### src/rtl/trap_sequencer.sv
// Trap/MRET/double-fault sequencer: redirect comes FLUSH_CYCLES+1 cycles after an exception, and inputs are ignored outside BOOT/RUN/HANDLER.
// There is no backpressure. Defining TRAP_SEQUENCER_COUNT_EN enables the saturating o_trap_count; otherwise it is tied to 0.
module trap_sequencer #(
  parameter logic [31:0] TRAP_VECTOR  = 32'h0000_0000,
  parameter logic [31:0] RESET_VECTOR = 32'h0004_0000,
  parameter logic [31:0] TEXT_BASE    = 32'h0008_0000,
  parameter int unsigned FLUSH_CYCLES = 2
) (
  input  logic        i_clk,
  input  logic        i_rst_n,
  input  logic [3:0]  i_exception_code_f,
  input  logic [3:0]  i_exception_code_e,
  input  logic [31:0] i_pc_f,
  input  logic [31:0] i_pc_e,
  input  logic        i_mret_e,
  output logic        o_flush,
  output logic        o_stall_f,
  output logic        o_redirect_valid,
  output logic [31:0] o_redirect_pc,
  output logic [31:0] o_mepc,
  output logic [3:0]  o_mcause,
  output logic        o_trap_permission,
  output logic        o_reset_permission,
  output logic [15:0] o_trap_count
);

  localparam logic [2:0] S_BOOT    = 3'd0;
  localparam logic [2:0] S_RUN     = 3'd1;
  localparam logic [2:0] S_FLUSH   = 3'd2;
  localparam logic [2:0] S_VECTOR  = 3'd3;
  localparam logic [2:0] S_HANDLER = 3'd4;
  localparam logic [2:0] S_RET     = 3'd5;

  localparam logic [2:0] FLUSH_LOAD = 3'(FLUSH_CYCLES);

  logic [2:0]  state;
  logic [2:0]  state_nxt;
  logic [2:0]  flush_cnt;
  logic [31:0] ret_target;
  logic        exc_e_vld;
  logic        exc_any;
  logic [3:0]  exc_code;
  logic [31:0] exc_pc;

  // Execute-stage exception is the older instruction, so it wins over fetch.
  assign exc_e_vld = |i_exception_code_e;
  assign exc_any   = exc_e_vld || (|i_exception_code_f);
  assign exc_code  = exc_e_vld ? i_exception_code_e : i_exception_code_f;
  assign exc_pc    = exc_e_vld ? i_pc_e : i_pc_f;

  always_comb begin
    state_nxt = state;
    case (state)
      S_BOOT:    if (i_mret_e) state_nxt = S_RET;
      S_RUN:     if (exc_any) state_nxt = S_FLUSH;
      S_FLUSH:   if (flush_cnt <= 3'd1) state_nxt = S_VECTOR;
      S_VECTOR:  state_nxt = S_HANDLER;
      S_HANDLER: begin
        if (exc_any)       state_nxt = S_BOOT;
        else if (i_mret_e) state_nxt = S_RET;
      end
      S_RET:     state_nxt = S_RUN;
      default:   state_nxt = S_BOOT;
    endcase
  end

  always_ff @(posedge i_clk or negedge i_rst_n) begin
    if (!i_rst_n) begin
      state      <= S_BOOT;
      flush_cnt  <= 3'd0;
      o_mepc     <= 32'd0;
      o_mcause   <= 4'd0;
      ret_target <= 32'd0;
    end else begin
      state <= state_nxt;
      case (state)
        S_BOOT: if (i_mret_e) ret_target <= TEXT_BASE;
        S_RUN: begin
          if (exc_any) begin
            o_mepc    <= exc_pc;
            o_mcause  <= exc_code;
            flush_cnt <= FLUSH_LOAD;
          end
        end
        S_FLUSH: flush_cnt <= flush_cnt - 3'd1;
        S_HANDLER: begin
          // Double fault records the new cause but keeps the original mepc.
          if (exc_any)       o_mcause   <= exc_code;
          else if (i_mret_e) ret_target <= o_mepc;
        end
        default: ;
      endcase
    end
  end

  always_comb begin
    o_flush            = 1'b0;
    o_stall_f          = 1'b0;
    o_redirect_valid   = 1'b0;
    o_redirect_pc      = 32'd0;
    o_trap_permission  = 1'b0;
    o_reset_permission = 1'b0;
    case (state)
      S_BOOT:  o_reset_permission = 1'b1;
      S_FLUSH: begin
        o_flush   = 1'b1;
        o_stall_f = 1'b1;
      end
      S_VECTOR: begin
        o_flush          = 1'b1;
        o_redirect_valid = 1'b1;
        o_redirect_pc    = TRAP_VECTOR;
      end
      S_HANDLER: begin
        o_trap_permission = 1'b1;
        if (exc_any) begin
          o_flush          = 1'b1;
          o_redirect_valid = 1'b1;
          o_redirect_pc    = RESET_VECTOR;
        end
      end
      S_RET: begin
        o_flush          = 1'b1;
        o_redirect_valid = 1'b1;
        o_redirect_pc    = ret_target;
      end
      default: ;
    endcase
  end

`ifdef TRAP_SEQUENCER_COUNT_EN
  logic [15:0] trap_cnt;

  always_ff @(posedge i_clk or negedge i_rst_n) begin
    if (!i_rst_n) begin
      trap_cnt <= 16'd0;
    end else if ((state == S_RUN) && exc_any && (trap_cnt != 16'hFFFF)) begin
      trap_cnt <= trap_cnt + 16'd1;
    end
  end

  assign o_trap_count = trap_cnt;
`else
  assign o_trap_count = 16'd0;
`endif

endmodule
### config.mk
export PLATFORM = sky130hd
export DESIGN_NAME = trap_sequencer
export DESIGN_NICKNAME = d
export VERILOG_FILES = /design/src/rtl/trap_sequencer.sv
export SDC_FILE = /design/constraint.sdc
export NUM_CORES = 1
export LEC_CHECK = 0
export BUFFER_PORTS_ARGS = -buffer_cell sky130_fd_sc_hd__buf_2
export CAP_MARGIN = 40
export CORE_UTILIZATION = 30
export CTS_BUF_LIST = sky130_fd_sc_hd__clkbuf_2
export DETAILED_ROUTE_END_ITERATION = 7
export PLACE_DENSITY = 0.51
export SKIP_CTS_REPAIR_TIMING = 1
export SLEW_MARGIN = 20
export SYNTH_ARGS = -nofsm -noshare
export SYNTH_HDL_FRONTEND = slang
export SYNTH_SLANG_ARGS = --single-unit
### constraint.sdc
create_clock -name i_clk -period 4.3 [get_ports i_clk]
set_input_delay 0.43 -clock i_clk [delete_from_list [all_inputs] [get_ports i_clk]]
set_output_delay 0.43 -clock i_clk [all_outputs]
set_load 0.03 [all_outputs]
==> impl_metrics.csv <==
group,metric,value,unit
sta,finalCriticalPeriod,2850,ps
global_route,first_global_vias,2915,
global_route,antenna_found_initial,0,
detailed_routing,ant_nets,0,
sta,min_period_over_period,66.2,%
global_route,grt_remaining_overflow,0,
power_and_ir_drop,clock_power_share,17.9,%
global_route,grt_pass1_wl,14.7,mm
critical_path,slowest_stage,"nor2b_2",
critical_path,endpoint_kind,"output pin",
cts,h-tree-depth,3,
synth,ys.warnings.count,0,
cts,insertion_delay,510,ps
critical_path,cp_num_buf_inv,2,
synth,synth-async-reset-ratio,100,%
placed_design,dp_hpwl,6.31,mm
power_and_ir_drop,p_sw,1.27,mW
cts,cts_tree,"done",
synth,synth_edf_count,0,
detailed_routing,drt-initial-drc-count,122,
layout,diodes,0,
sta,slew_violations,0,
cts,cts_sinks,74,
synth,avgSynthCellArea,10.7,um^2
run_status,outcome,"finished with violations",
layout,multiInputGateArea,1440,um^2
sta,worst_clock_skew,33.8,ps
layout,layout.area.seq,1850,um^2
layout,mostFrequentLayoutCells,"buf_2 (146), dfrtp_1 (74), nand2_1 (37)",
cts,clockBufferDepth,2,
floorplan,coreArea,11500,um^2
synth,synth_cells,333,
layout,nFillCells,1164,
synth,synthFlopType,"dfrtp_1",
critical_path,cp.required,3870,ps
power_and_ir_drop,power.density,615,nW/um^2
placed_design,port_buffers,147,
critical_path,crit_chain,"nor2b_2, buf_4, and3_1, buf_2",
critical_path,crit_type,"flip-flop to output pin",
power_and_ir_drop,peakVddDrop,0.302,mV
placed_design,place_congestion,0.706,
critical_path,cp-start-kind,"flip-flop",
detailed_routing,via_per_inst,4.60,
floorplan,rows,39,
layout,final_common_cell,"buf_2",
cts,clk_pin_slew,220,ps
synth,synth.distinct_cells,29,
synth,ys_seq_elements,74,
power_and_ir_drop,switching_share,46.2,%
floorplan,dieArea,12300,um^2
global_route,grt_max_degree,47,
global_route,grt.total_usage,15.2,%
layout,nets,547,
cts,cts_buffers,9,
run_status,failed_checks,"DRC",
critical_path,cp_slowest_stage_delay,710,ps
floorplan,die_y,111,um
floorplan,die_w,111,um
sta,rsz0062_at_grt,"no",
detailed_routing,drc,20,
sta,max_freq,0.351,GHz
sta,worstMarginPinSlew,829,ps
sta,fin_tns_setup,0,ps
synth,synth-seq-area-share,51.9,%
floorplan,initial_utilization,31.0,%
floorplan,io_pins,164,
power_and_ir_drop,combPwrFrac,43.8,%
job,max_cap_viol_count,0,
layout,fin_util,38.9,%
sta,hold_violations,0,
sta,relSlewSlack,44.4,%
detailed_routing,vias,2840,
sta,setup_viol,0,
power_and_ir_drop,power.internal,1.48,mW
power_and_ir_drop,seqPwrFrac,38.3,%
power_and_ir_drop,power,2.75,mW
hold_path,hold_class,"primary input to flip-flop",
layout,syn_to_final_growth,25.6,%
detailed_routing,wl_per_cell,14.4,um
critical_path,arrival,2420,ps
detailed_routing,drt_first_pass_iters,8,
power_and_ir_drop,p_leak,2.44,nW
cts,root_buffer,"clkbuf_2",
synth,syn_area,3560,um^2
critical_path,path_delay_family,"simple AND/OR/NAND/NOR gates",
layout,drive_above_1_share,36.4,%
detailed_routing,drt_wl_total,8.88,mm
critical_path,critPathMaxFanout,20,
cell type report:
cell class	instances	share of cell area (%)
clock buffer	10	1.12
clock inverter	5	2.32
inverter	7	0.587
multi-input combinational	224	32.1
sequential	74	41.4
tap	143	4.00
timing repair buffer	155	18.5
layer usage:
| metal | vias up | GRT usage [%] | routed length [um] |
|---|---|---|---|
| li1 | 1425 | - | - |
| met1 | 1325 | 17.9 | 3880 |
| met2 | 80 | 27.0 | 4420 |
| met3 | 10 | 3.77 | 467 |
| met4 | 0 | 4.66 | 112 |
| met5 | - | 0 | 0 |
worst register-to-register path: cells and delay by family, from the launching register on:
family,cells,cell delay [ps]
DFF,1,530
buffers and inverters,1,350
AOI/OAI and AO/OA,1,200
and+or+nand+nor,3,1180
synthesized netlist by cell type, types with 4 or more instances:
cell,count,area (um^2)
dfrtp_1,74,1850
nand2_1,37,139
a22o_1,32,280
and3_1,32,200
mux2i_1,32,320
o21ai_0,25,125
buf_4,23,173
o21ai_1,13,65.1
a21oi_1,10,50.1
clkbuf_1,9,33.8
buf_6,7,78.8
inv_1,7,26.3
nor2_1,6,22.5
and2_1,4,25.0
buf_2,4,20.0
path summary, 6_finish.rpt:
kind | end | cells past startpoint | slack (ps) | from
setup / recovery | o_redirect_pc[21] | 4 | 1450 | state[2]
hold / removal | o_mepc[5] | 3 | 170 | i_pc_e[5]
setup reg to reg | ret_target[22] | 5 | 1980 | state[2]
hold reg to reg | flush_cnt[0] | 1 | 520 | flush_cnt[0]
max in group asynchronous | state[0] | 3 | 3330 | i_rst_n
min in group asynchronous | ret_target[6] | 2 | 370 | i_rst_n
kinds of logic after synthesis:
kind of cell / share of synthesized area (%)
buffers and inverters: 9.30
muxes: 8.99
AOI/OAI and AO/OA: 16.2
xor gates and xnor gates: 0.491
adders and majority gates: 0.351
other: 0.105
and+or+nand+nor: 12.6
DFF: 51.9
power groups by stage:
stage,logic (mW),registers (mW),clock network (mW)
after floorplan,0.571,1.35,0
after global placement,1.19,1.07,0
after detailed placement,1.22,1.08,0
after CTS,1.23,1.06,0.508
after global routing,1.32,1.09,0.543
final,1.20,1.06,0.493
through the flow:
stage / hold slack (ps) / cells / cell area [um^2] / setup slack [ps]
floorplan: 134 / 348 / 3620 / 2450
global placement: 480 / 600 / 4270 / 1570
detailed placement: 418 / 602 / 4310 / 1560
CTS: -192 / 617 / 4470 / 1400
global route: 113 / 618 / 4480 / 1240
finish: 171 / 618 / 4480 / 1450
state kept, by name, summed over array words and instances (netlist names):
signal / cells
o_mepc: 32
flush_cnt: 3
o_mcause: 4
ret_target: 32
state: 3
(Power assumes the default switching activity.)
